--- config.mk ---
export PLATFORM = sky130hd
export DESIGN_NAME = vector_scale
export DESIGN_NICKNAME = d
export VERILOG_FILES = /design/src/rtl/vector_scale.sv
export SDC_FILE = /design/constraint.sdc
export NUM_CORES = 1
export LEC_CHECK = 0
export BUFFER_PORTS_ARGS = -buffer_cell sky130_fd_sc_hd__clkbuf_2
export CAP_MARGIN = 20
export CELL_PAD_IN_SITES_DETAIL_PLACEMENT = 0
export CELL_PAD_IN_SITES_GLOBAL_PLACEMENT = 1
export CORE_MARGIN = 8
export CORE_UTILIZATION = 49
export DETAILED_ROUTE_END_ITERATION = 8
export GPL_TIMING_DRIVEN = 0
export PLACE_DENSITY_LB_ADDON = 0.15
export SLEW_MARGIN = 20
export SYNTH_ARGS = -nofsm -noshare
export SYNTH_HDL_FRONTEND = slang
export SYNTH_SLANG_ARGS = --single-unit
--- constraint.sdc ---
create_clock -name clk -period 13.08 [get_ports clk]
set_input_delay 1.308 -clock clk [delete_from_list [all_inputs] [get_ports clk]]
set_output_delay 1.308 -clock clk [all_outputs]
set_load 0.1 [all_outputs]
--- src/rtl/vector_scale.sv ---
// rtl/vector_scale.sv - fp16 scalar-times-vector stage sharing one pipelined multiplier; optional VSCALE_UNITY_BYPASS_EN skips the core for s == +1.0

module fp_mul_micro (
    input  logic        clk,
    input  logic        sclr,
    input  logic        ce,
    input  logic [15:0] a,
    input  logic [15:0] b,
    input  logic        operation_nd,
    output logic        operation_rfd,
    output logic [15:0] result,
    output logic        rdy
);
    logic [4:0]  ea, eb;
    logic [9:0]  fa, fb;
    logic        a_zero, b_zero, a_inf, b_inf, a_nan, b_nan;
    logic [1:0]  cls;
    logic        v1, s1, v2;
    logic [1:0]  cls1;
    logic [6:0]  esum1;
    logic [21:0] p1;
    logic [15:0] r2;
    logic        norm, guard, sticky, rnd;
    logic [10:0] mant;
    logic [11:0] mant_r;
    logic [6:0]  e_adj;
    logic [9:0]  frac;
    logic [15:0] packed_res;

    assign ea = a[14:10];
    assign eb = b[14:10];
    assign fa = a[9:0];
    assign fb = b[9:0];
    // Subnormal operands are flushed to zero.
    assign a_zero = (ea == 5'd0);
    assign b_zero = (eb == 5'd0);
    assign a_inf  = (ea == 5'd31) && (fa == 10'd0);
    assign b_inf  = (eb == 5'd31) && (fb == 10'd0);
    assign a_nan  = (ea == 5'd31) && (fa != 10'd0);
    assign b_nan  = (eb == 5'd31) && (fb != 10'd0);

    // Operand class: 0 normal, 1 zero, 2 inf, 3 NaN
    always_comb begin
        cls = 2'd0;
        if (a_nan || b_nan || (a_inf && b_zero) || (b_inf && a_zero))
            cls = 2'd3;
        else if (a_inf || b_inf)
            cls = 2'd2;
        else if (a_zero || b_zero)
            cls = 2'd1;
    end

    // Stage 1: significand product and biased exponent sum
    always_ff @(posedge clk) begin
        if (sclr) begin
            v1    <= 1'b0;
            s1    <= 1'b0;
            cls1  <= 2'd0;
            esum1 <= 7'd0;
            p1    <= 22'd0;
        end else if (ce) begin
            v1    <= operation_nd;
            s1    <= a[15] ^ b[15];
            cls1  <= cls;
            esum1 <= {2'b00, ea} + {2'b00, eb};
            p1    <= {11'd0, 1'b1, fa} * {11'd0, 1'b1, fb};
        end
    end

    // Normalize, round to nearest even, pack with overflow/underflow handling
    always_comb begin
        norm   = p1[21];
        mant   = norm ? p1[21:11] : p1[20:10];
        guard  = norm ? p1[10] : p1[9];
        sticky = norm ? (|p1[9:0]) : (|p1[8:0]);
        rnd    = guard & (sticky | mant[0]);
        mant_r = {1'b0, mant} + {11'd0, rnd};
        e_adj  = esum1 + {6'd0, norm} + {6'd0, mant_r[11]};
        frac   = mant_r[11] ? mant_r[10:1] : mant_r[9:0];
        // e_adj[4:0] + 17 equals the unbiased-back exponent e_adj - 15 modulo 32
        packed_res = {s1, e_adj[4:0] + 5'd17, frac};
        if (cls1 == 2'd3)
            packed_res = 16'h7E00;
        else if (cls1 == 2'd2 || (cls1 == 2'd0 && e_adj >= 7'd46))
            packed_res = {s1, 15'h7C00};
        else if (cls1 == 2'd1 || e_adj <= 7'd15)
            packed_res = {s1, 15'h0000};
    end

    // Stage 2: result register
    always_ff @(posedge clk) begin
        if (sclr) begin
            v2 <= 1'b0;
            r2 <= 16'd0;
        end else if (ce) begin
            v2 <= v1;
            if (v1)
                r2 <= packed_res;
        end
    end

    // A result is only handed over on a cycle the pipeline advances, so a frozen core never repeats one
    assign rdy           = v2 & ce;
    assign operation_rfd = ce;
    assign result        = r2;
endmodule

module vector_scale #(
    parameter int ZERO_IDLE_OUT = 1
) (
    input  logic        clk,
    input  logic        rst,
    input  logic        nd,
    output logic        us_rfd,
    input  logic [15:0] s,
    input  logic [15:0] x,
    input  logic [15:0] y,
    input  logic [15:0] z,
    input  logic        ds_rfd,
    output logic        rdy,
    output logic [15:0] out_x,
    output logic [15:0] out_y,
    output logic [15:0] out_z
);
    typedef enum logic [2:0] {IDLE, ISSX, ISSY, ISSZ, DRAIN, OUTPUT} state_t;

    state_t      state, state_nxt;
    logic [15:0] s_q, x_q, y_q, z_q;
    logic [15:0] slot_x, slot_y, slot_z;
    logic [15:0] held_x, held_y, held_z;
    logic [1:0]  iss_cnt, res_cnt;
    logic        accept, collecting, capture, third_done;
    logic        mul_nd, mul_rfd, mul_rdy;
    logic [15:0] mul_b, mul_res;
`ifdef VSCALE_UNITY_BYPASS_EN
    logic        unity;
    assign unity = (s == 16'h3C00);
`endif

    assign us_rfd     = (state == IDLE);
    assign rdy        = (state == OUTPUT);
    assign accept     = nd && us_rfd;
    assign collecting = (state == ISSX) || (state == ISSY) || (state == ISSZ) || (state == DRAIN);
    // Never more than three captures per operation
    assign capture    = mul_rdy && collecting && (res_cnt != 2'd3);
    assign third_done = capture && (res_cnt == 2'd2);
    assign mul_b      = (iss_cnt == 2'd0) ? x_q : (iss_cnt == 2'd1) ? y_q : z_q;

    fp_mul_micro u_mul (
        .clk           (clk),
        .sclr          (rst),
        .ce            (ds_rfd),
        .a             (s_q),
        .b             (mul_b),
        .operation_nd  (mul_nd),
        .operation_rfd (mul_rfd),
        .result        (mul_res),
        .rdy           (mul_rdy)
    );

    // State register
    always_ff @(posedge clk) begin
        if (rst)
            state <= IDLE;
        else
            state <= state_nxt;
    end

    // Next state and multiplier issue strobe
    always_comb begin
        state_nxt = state;
        mul_nd    = 1'b0;
        case (state)
            IDLE: begin
                if (nd) begin
`ifdef VSCALE_UNITY_BYPASS_EN
                    state_nxt = unity ? OUTPUT : ISSX;
`else
                    state_nxt = ISSX;
`endif
                end
            end
            ISSX: if (mul_rfd) begin mul_nd = 1'b1; state_nxt = ISSY; end
            ISSY: if (mul_rfd) begin mul_nd = 1'b1; state_nxt = ISSZ; end
            ISSZ: if (mul_rfd) begin mul_nd = 1'b1; state_nxt = third_done ? OUTPUT : DRAIN; end
            DRAIN:  if (third_done) state_nxt = OUTPUT;
            OUTPUT: if (ds_rfd) state_nxt = IDLE;
            default: state_nxt = IDLE;
        endcase
    end

    // Operand capture at acceptance and issue/result counters
    always_ff @(posedge clk) begin
        if (rst) begin
            s_q     <= 16'd0;
            x_q     <= 16'd0;
            y_q     <= 16'd0;
            z_q     <= 16'd0;
            iss_cnt <= 2'd0;
            res_cnt <= 2'd0;
        end else if (accept) begin
            s_q     <= s;
            x_q     <= x;
            y_q     <= y;
            z_q     <= z;
            iss_cnt <= 2'd0;
            res_cnt <= 2'd0;
        end else begin
            if (mul_nd)
                iss_cnt <= iss_cnt + 2'd1;
            if (capture)
                res_cnt <= res_cnt + 2'd1;
        end
    end

    // Result slots filled in issue order; bypass loads the vector directly
    always_ff @(posedge clk) begin
        if (rst) begin
            slot_x <= 16'd0;
            slot_y <= 16'd0;
            slot_z <= 16'd0;
`ifdef VSCALE_UNITY_BYPASS_EN
        end else if (accept && unity) begin
            slot_x <= x;
            slot_y <= y;
            slot_z <= z;
`endif
        end else if (capture) begin
            case (res_cnt)
                2'd0:    slot_x <= mul_res;
                2'd1:    slot_y <= mul_res;
                default: slot_z <= mul_res;
            endcase
        end
    end

    // Last transferred result, shown while idle when ZERO_IDLE_OUT is 0
    always_ff @(posedge clk) begin
        if (rst) begin
            held_x <= 16'd0;
            held_y <= 16'd0;
            held_z <= 16'd0;
        end else if (rdy && ds_rfd) begin
            held_x <= slot_x;
            held_y <= slot_y;
            held_z <= slot_z;
        end
    end

    assign out_x = rdy ? slot_x : ((ZERO_IDLE_OUT != 0) ? 16'd0 : held_x);
    assign out_y = rdy ? slot_y : ((ZERO_IDLE_OUT != 0) ? 16'd0 : held_y);
    assign out_z = rdy ? slot_z : ((ZERO_IDLE_OUT != 0) ? 16'd0 : held_z);
endmodule

Word level (Yosys, flattened, before mapping):

Index checks and enable logic that the tools add are counted.

* register bits after elaboration: 169
* latch bits: 0
* bits in writable memories: 0
* bits in read-only memories: 0
* input bits: 68
* output and inout port bits: 50
* logic and storage cells: 118
* memories kept: 0

* add/sub/neg operators: 7
* $mul: 1
* div/mod/pow operators: 0
* magnitude comparators: 2
* eq/ne operators: 20
* shifts and indexed selects: 0
* multiplexer cells: 25
* bitwise logic cells: 5
* reductions and logical operators: 41

Operator list (count)
* $mux 16: 6
* $mux 15: 2
* $mul 11x11->22: 1
* $logic_not 10->1: 2
* $reduce_bool 10->1: 2
* $mux 3: 6
* $pmux 3 s6: 1
* $add 7x1->7: 2
* $ne 2x2->1 const B: 7
* $add 11x1->12: 1
* $logic_and 1x1->1: 11
* $mux 11: 1
* $eq 5x5->1 const B: 2
* $logic_not 5->1: 2
* $logic_or 1x1->1: 10
* $mux 10: 1
* $reduce_or 10->1: 1
* $reduce_or 9->1: 1
* $reduce_and 2->1: 4
* $ge 7x6->1 const B: 1
* $le 7x4->1 const B: 1
* $add 5x5->6: 1
* $eq 2x1->1 const B: 3
* $eq 2x2->1 const B: 3
* 16 further kinds: 29

Depth between registers and ports, before layout:

Gate-level depths: netlist of run 1.

* depth in word-level cells: 11
* mapped depth: 26

Hierarchy:

A second synthesis of run 1 with hierarchy kept.

* cells, all modules: 1439
* area, all modules: 12094.1 sq um

Modules (own cells, without submodules)
* fp_mul_micro: instances 1, cells an instance 840, area each 6996.7 sq um
* vector_scale: instances 1, cells an instance 599, area each 5097.4 sq um

Least setup slack after synthesis of run 1:

OpenSTA, ideal clock, no wires.

* path kind: reg2reg
* from: register iss_cnt[0]
* to: register u_mul.p1[18]
* setup time: 0.120 ns
* arrival: 5.842 ns
* data required time: 12.960 ns
* setup slack: 7.118 ns
* cell stages (with the launch flop): 26
* period minus slack after synthesis: 5.962 ns
* cell sequence: dfxtp_1 -> inv_1 -> ha_1 -> buf_4 -> buf_2 -> o21ai_0 -> clkbuf_1 -> nand2_1 -> fa_1 -> inv_1 -> fa_1 -> inv_1 -> fa_1 -> inv_1 -> fa_1 -> inv_1 -> fa_1 -> inv_1 -> ha_1 -> o21ai_0 -> a21oi_1 -> o21ai_0 -> o31ai_2 -> a31o_2 -> nor3_1 -> a211o_1

* word-level cells in the longest chain between the ends: 4
* elaborated cells between the ends (all ways): 5
* those cells by class: mul: 1; eq/ne: 1; mux: 2; reduce/logical: 1

Ends and longest elaborated chain
* start: declaration: line 131 `logic [1:0] iss_cnt, res_cnt;`
* start signal: assignment: line 210 `iss_cnt <= iss_cnt + 2'd1;`
* $eq 2x1->1: line 147 `assign mul_b = (iss_cnt == 2'd0) ? x_q : (iss_cnt == 2'd1) ? y_q : z_q;`
* $mux 16: line 147
* $mux 16 (*): line 147
* $mul 11x11->22 (*): line 66 `p1 <= {11'd0, 1'b1, fa} * {11'd0, 1'b1, fb};`
* end signal: assignment: line 66
* end: declaration: line 21 `logic [21:0] p1;`

Mark *: on every way between the ends. The rest lies on a longest branch, timed or not.
A chain may end at the register's enable or synchronous reset.

Worst setup path in the final report of run 1:

* from: register iss_cnt[0]
* to: register u_mul.p1[20]

Same word-level chain as after synthesis.

==> results.md, run 1 <==
* Outcome: finished, final reports clean
* Switching Fraction at 0.314
* DRT Wirelength at 31.5 mm
* Dpl hpwl at 25.0 mm
* Crit path time final at 6.93 ns
* Synthesis-to-finish area growth at 13.7%
* Final Setup Violations at 0
* Comb pwr share at 0.217
* GRT Residual Overflow at 0
* Worst-path cell chain: inv_1 > ha_1 > buf_4 > buf_2 > o21ai_0 > clkbuf_1 > nand2_1 > fa_1 > inv_1 > fa_1 > fa_1 > fa_1 > inv_1 > fa_1 > inv_1 > ha_1 > a21oi_1 > inv_1 > o21ai_0 > o31ai_2 > a221oi_2 > xor2_1 > o21ai_1
* Sequential cell area at 0.00336 mm^2
* Top-area cell type share of the netlist area at 0.284
* Flop pwr share at 0.395
* Worst vdd ir at 67.6 uV
* RSZ-0062 raised after global routing: false
* Final #Nets at 1810
* DR iter-0 viols at 589
* Clk sink count at 168
* Clock Skew at 0.0162 ns
* CP arrival at 7.23 ns
* CTS Buf Count at 17
* Core area at 0.0240 mm^2
* First-pass GRT wire length at 50.8 mm
* DR vias at 9802
* Synthesized area at 0.0118 mm^2
* Syn. warnings at 0
* PostCTS Resize Cnt at 0
* Final Hold Vio Count at 0
* Die area at 0.0294 mm^2
* Initial antenna violation count at 0
* Max-cap violation count at 0
* Fmax at 0.144 GHz
* CP required at 13.39 ns
* IO Pins at 118
* CTS tree: built
* Area leader, netlist: dfxtp_1
* Starting Density at 0.492
* Htree depth at 4
* Post-Syn Instances at 1450
* Number of flops mapped to enable cells by yosys at 0
* Pre-CTS setup slack at 6.15 ns
* Hold WC Path Type: reg -> reg
* Routed Antenna Nets at 0
* Syn_nets at 1674
* Synth Flop Type: dfxtp_1
* Post-Layout Inst Area at 0.0135 mm^2
* Largest net degree at the start of global routing at 17
* Initial DRT Pass Iterations at 5
* Slew Viols, Final at 0
* PD cells at 106 mW/mm^2
* Worst skew pair latency at 0.43 ns
* Multi-input gate area at 0.00748 mm^2
* Lkg Pwr at 0.00603 uW
* Critical path class: reg -> reg
* Tot GR Track Use at 0.219
* Distinct cells, synth at 74
* Final setup margin at 6.15 ns
* CP Capture Type: flop
* Number of global-route vias before repair at 9786
* DP Area at 0.0128 mm^2
* Chip height at 171 um
* CTS root buffer: clkbuf_16
* Layout cell share with drive strength beyond 1 at 0.138
* Top-count cell post-synth: nand2_1
* Std cell rows at 57
* Psw at 447 uW
* DR DRC count at 0
* Clock buffer depth at 2
* CP Launch Type: flop
* Fin Setup TNS at 0 ns
* Gpl congestion at 0.923
* Setup Buffers After CTS at 0
* Number of port buffers at 117
* Via-per-instance ratio at 5.10
* Worst-Margin Slew at 0.933 ns
* CTS Hold Bufs at 0
* Antenna diodes at 0
* Critical-path maximum fanout at 10
* Ys async rst share at 0
* Seq cells post-synth at 168
* Slowest cell on crit path: fa_1
* CP peak stage delay at 0.59 ns
* Post-Syn Area per Cell at 8.16 um^2
* Clock transition at path regs at 0.07 ns
* Cell-internal power at 976 uW
* Ranking of synthesized cells by area: dfxtp_1 (28%), fa_1 (14%), nand2_1 (11%)
* Filler cells at 2379
* Period utilization at 0.529
* Max-Slew Margin vs Limit at 0.374
* Sequential fraction of the synthesis area at 0.284
* Die X at 171 um
* Synth top cells by count: nand2_1 (335), dfxtp_1 (168), a21oi_1 (152), inv_1 (152), fa_1 (82)
* Clock share of power at 0.389
* DR WL/cell at 16.4 um
[stage by stage]
stage,total power [uW],cells,hold WS (ns),util
final,1420,1922,0.451,0.560
after global routing,1500,1922,0.469,0.560
after CTS,1430,1922,0.453,0.560
after detailed placement,881,1891,0.442,0.534
after global placement,879,1891,0.438,0.534
after floorplan,787,1450,0.432,-
[sequential cells by signal (all words and copies together) (netlist names)]
name and cells:
u_mul.cls1 2, u_mul.result 16, u_mul.v1 1, u_mul.p1 22
u_mul.esum1 6, iss_cnt 2, res_cnt 2, state 3
y_q 16, slot_x 16, z_q 16, u_mul.s1 1
u_mul.v2 1, slot_z 16, s_q 16, slot_y 16
x_q 16
[cell families after synthesis]
group                    after synthesis  share of synthesized area
XOR/XNOR                              31                     0.0236
AND/OR/NAND/NOR                      560                      0.223
flip-flops                           168                      0.284
adder cells (fa/ha/maj)              156                      0.217
AO/OA/AOI/OAI                        260                      0.131
buffers and inverters                233                     0.0834
multiplexers                          42                     0.0382
[worst max-delay path, delay by kind of cell (launching register included)]
kind / cells / cell delay [ns]
compound gates: 6 / 1.63
xor+xnor: 1 / 0.20
fa+ha+maj: 7 / 3.27
buf+inv: 8 / 1.19
flops: 1 / 0.38
simple gates: 1 / 0.15
[path summary, 6_finish.rpt]
kind,from,endpoint,slack (ns),cells past startpoint
min,slot_x[13]$_SDFFE_PP0P_,slot_x[13]$_SDFFE_PP0P_,0.45,2
max reg2reg,iss_cnt[0]$_SDFFE_PP0P_,u_mul.p1[20]$_SDFFE_PP0P_,6.15,23
min reg2reg,slot_x[13]$_SDFFE_PP0P_,slot_x[13]$_SDFFE_PP0P_,0.45,2
max,iss_cnt[0]$_SDFFE_PP0P_,u_mul.p1[20]$_SDFFE_PP0P_,6.15,23
[cell usage in the layout, fill, tap and decap left out, drive strengths merged, types with 36 or more instances in the layout]
cell    instances
fa             82
dfxtp         168
clkbuf        182
nor2           67
mux2i          36
o21ai          44
nand2         336
inv           160
ha             74
and2           74
a21oi         152
[layer usage]
layer	wire length, um	vias to the layer above	track usage	share of wire
met2	14600	213	0.361	0.46
met3	1370	37	0.0383	0.044
met5	0	-	0	0
li1	-	4955	-	-
met1	15000	4597	0.293	0.48
met4	575	0	0.0612	0.018
[power groups by stage]
| stage | clock network [uW] | logic, uW | registers (uW) |
|---|---|---|---|
| 2_1_floorplan | 0 | 222 | 565 |
| 3_5_place_dp | 0 | 308 | 573 |
| 5_1_grt | 582 | 348 | 565 |
| 3_3_place_gp | 0 | 306 | 572 |
| 6_report | 553 | 308 | 562 |
| 4_1_cts | 561 | 311 | 561 |
[cell type report]
cell class	instances	share of cell area
multi-input cells	1049	0.556
flip-flops and latches	168	0.250
repair buffers	117	0.0435
inverters	153	0.0427
clock buffers	17	0.0316
plain buffers	80	0.0307
well taps	324	0.0301
clock inverters	14	0.0154
(Power assumes the default switching activity.)
==> run 2, diff against run 1 <==
--- a/config.mk
+++ b/config.mk
@@ -10,7 +10,7 @@
 export CELL_PAD_IN_SITES_DETAIL_PLACEMENT = 0
 export CELL_PAD_IN_SITES_GLOBAL_PLACEMENT = 1
 export CORE_MARGIN = 8
-export CORE_UTILIZATION = 49
+export CORE_UTILIZATION = 41
 export DETAILED_ROUTE_END_ITERATION = 8
 export GPL_TIMING_DRIVEN = 0
 export PLACE_DENSITY_LB_ADDON = 0.15
==> constraint.sdc (replaced) <==
create_clock -name clk -period 5.6 [get_ports clk]
set_input_delay 0.56 -clock clk [delete_from_list [all_inputs] [get_ports clk]]
set_output_delay 0.56 -clock clk [all_outputs]
set_load 0.1 [all_outputs]
==> results.md, run 2 (synthesized netlist as in run 1, its figures left out) <==
* DR iter-0 viols at 540 (-8.3%)
* Dpl hpwl at 25.8 mm (+3.3%)
* Largest register FFs at 22 (unchanged)
* Std cell rows at 62 (+8.8%)
* Filler cells at 2927 (+23%)
* Via-per-instance ratio at 4.90 (-3.8%)
* Most used cell, CP: fa_1
* Max-cap violation count at 0 (unchanged)
* Gpl congestion at 0.868 (-6.0%)
* Sequential cell area at 0.00337 mm^2 (+0.15%)
* Worst-path cell chain: inv_2 > ha_4 > buf_12 > mux2i_4 > o21ai_4 > clkbuf_8 > buf_4 > nand2_1 > fa_1 > fa_1 > fa_1 > fa_1 > fa_1 > inv_1 > ha_4 > a21o_1 > a21o_1 > a21oi_2 > o31ai_4 > a221oi_2 > xor2_1 > o21ai_1
* GRT Residual Overflow at 0 (unchanged)
* Initial DRT Pass Iterations at 5 (unchanged)
* IO Pins at 118 (unchanged)
* CP Launch Type: flop
* Core area at 0.0285 mm^2 (+19%)
* Starting Density at 0.415 (-0.0778)
* CP arrival at 6.05 ns (-1.18 ns)
* CTS Buf Count at 17 (unchanged)
* Largest net degree at the start of global routing at 19 (+2)
* Worst skew pair latency at 0.43 ns (about the same)
* RSZ-0062 raised after global routing: true
* Clock transition at path regs at 0.08 ns (about the same)
* Initial antenna violation count at 0 (unchanged)
* Die area at 0.0346 mm^2 (+18%)
* Fmax at 0.174 GHz (+21%)
* Failing checks: setup timing
* Final #Nets at 1850 (+2.2%)
* CTS Hold Bufs at 0 (unchanged)
* Switching Fraction at 0.338 (+0.0238)
* Final core occ at 0.501 (-0.0590)
* Most common cell after layout, fill and taps aside: nand2_1
* Max-Slew Margin vs Limit at 0.488 (+0.114)
* DR DRC count at 0 (unchanged)
* Clock buffer depth at 2 (unchanged)
* Die X at 186 um (+8.5%)
* Final Setup Violations at 9 (+9)
* Final Hold Vio Count at 0 (unchanged)
* CTS root buffer: clkbuf_16
* Lkg Pwr at 0.00626 uW (+3.8%)
* PD cells at 233 mW/mm^2 (+120%)
* Flop pwr share at 0.394 (about the same)
* Hold WC Path Type: in -> reg
* Crit path time final at 5.75 ns (-1.18 ns)
* Worst-Margin Slew at 0.768 ns (-0.165 ns)
* First-pass GRT wire length at 53.1 mm (+4.5%)
* Fin Setup TNS at -0.956 ns (-0.956 ns)
* Clock Skew at 0.0130 ns (-0.00321 ns)
* Chip height at 186 um (+8.5%)
* Routed Antenna Nets at 0 (unchanged)
* Psw at 1130 uW (+150%)
* Clock share of power at 0.353 (-0.036)
* Top delay family on crit path: adder cells
* Synthesis-to-finish area growth at 20.8%
* Multi-input gate area at 0.00791 mm^2 (+5.6%)
* Worst path bufs/invs at 5 (-3)
* CP peak stage delay at 0.59 ns (about the same)
* Commonest non-fill, non-tap cells in the layout: nand2_1 (331), dfxtp_1 (166), inv_1 (144)
* Antenna diodes at 0 (unchanged)
* Tot GR Track Use at 0.194 (-0.0255)
* CP required at 5.91 ns (-7.48 ns)
* Critical-path maximum fanout at 7 (-3)
* Number of port buffers at 117 (unchanged)
* DP Area at 0.0130 mm^2 (+1.2%)
* Clk sink count at 168 (unchanged)
* CP Capture Type: flop
* Post-Layout Inst Area at 0.0143 mm^2 (+6.3%)
* Slew Viols, Final at 0 (unchanged)
* Cell-internal power at 2210 uW (+130%)
* Critical path class: reg -> reg
* Layout cell share with drive strength beyond 1 at 0.201 (+0.0631)
* Comb pwr share at 0.253 (+0.036)
* Slowest cell on crit path: fa_1
* Period utilization at 1.03 (+0.496)
* CTS tree: built
* Largest reg by FF count: u_mul.p1
* Worst vdd ir at 187 uV (+180%)
* DRT Wirelength at 33.0 mm (+5.0%)
* Outcome: finished with violations
* WHS at 0.341 ns (-0.110 ns)
* DR WL/cell at 16.3 um (-0.23%)
* Final setup margin at -0.145 ns (-6.30 ns)
* Htree depth at 4 (unchanged)
* Number of global-route vias before repair at 9789 (+0.031%)
* DR vias at 9922 (+1.2%)
run 2: cell count changes in the layout (fill, tap and decap cells not counted), moves of 8 or more:
cell,change
inv_1,-8
a21oi_2,+8
inv_2,+8
ha_4,+12
o21ai_0,-9
buf_4,+34
a21oi_1,-11
ha_1,-14
run 2: path summary, 6_finish.rpt:
path	endpoint	cells after the start	slack [ns]	from
max	u_mul.p1[20]$_SDFFE_PP0P_	22	-0.15	iss_cnt[1]$_SDFFE_PP0P_
min	y_q[4]$_SDFFE_PP0P_	3	0.34	y[4]
max reg2reg	u_mul.p1[20]$_SDFFE_PP0P_	22	-0.15	iss_cnt[1]$_SDFFE_PP0P_
min reg2reg	slot_x[3]$_SDFFE_PP0P_	2	0.45	slot_x[3]$_SDFFE_PP0P_
run 2: worst reg2reg max path: cells and delay by family, from the launching register on:
family / cells / cell delay (ns)
AOI/OAI and AO/OA: 7 / 1.19
xor gates and xnor gates: 1 / 0.21
adders and majority gates: 7 / 3.02
buffers and inverters: 5 / 0.61
DFF: 1 / 0.33
muxes: 1 / 0.20
and+or+nand+nor: 1 / 0.08
run 2: what timing repair did:
action | CTS | global route
setup endpoints to repair | 14 | 14
pin swaps | 33 | 33
gates resized for setup | 65 | 34
setup buffers | 31 | 11
run 2: power groups by stage:
stage	Sequential [uW]	Clock [uW]	Combinational, uW
floorplan	1320	0	530
global placement	1340	0	737
detailed placement	1340	0	739
CTS	1310	1200	820
global route	1320	1250	941
finish	1320	1180	844
run 2: stage by stage:
| stage | total power, uW | std cells | setup slack [ns] |
|---|---|---|---|
| floorplan | 1850 | 1450 | 0.00252 |
| global placement | 2070 | 1951 | -0.844 |
| detailed placement | 2080 | 1951 | -0.823 |
| CTS | 3330 | 2014 | -0.297 |
| global route | 3520 | 2023 | -0.385 |
| finish | 3340 | 2023 | -0.145 |
run 2: cell type report:
cell class / count / share of cell area
Tap cell: 384 / 0.0336
Inverter: 153 / 0.0402
Timing Repair Buffer: 159 / 0.0641
Clock inverter: 14 / 0.0103
Sequential cell: 168 / 0.235
Multi-Input combinational cell: 1049 / 0.553
Clock buffer: 18 / 0.0307
Buffer: 78 / 0.0329
run 2: routing by layer:
metal / GRT usage / up-vias / share of wire
li1: - / 5025 / -
met1: 0.269 / 4700 / 0.49
met2: 0.315 / 176 / 0.46
met3: 0.0344 / 21 / 0.042
met4: 0.0327 / 0 / 0.011
met5: 0 / - / 0
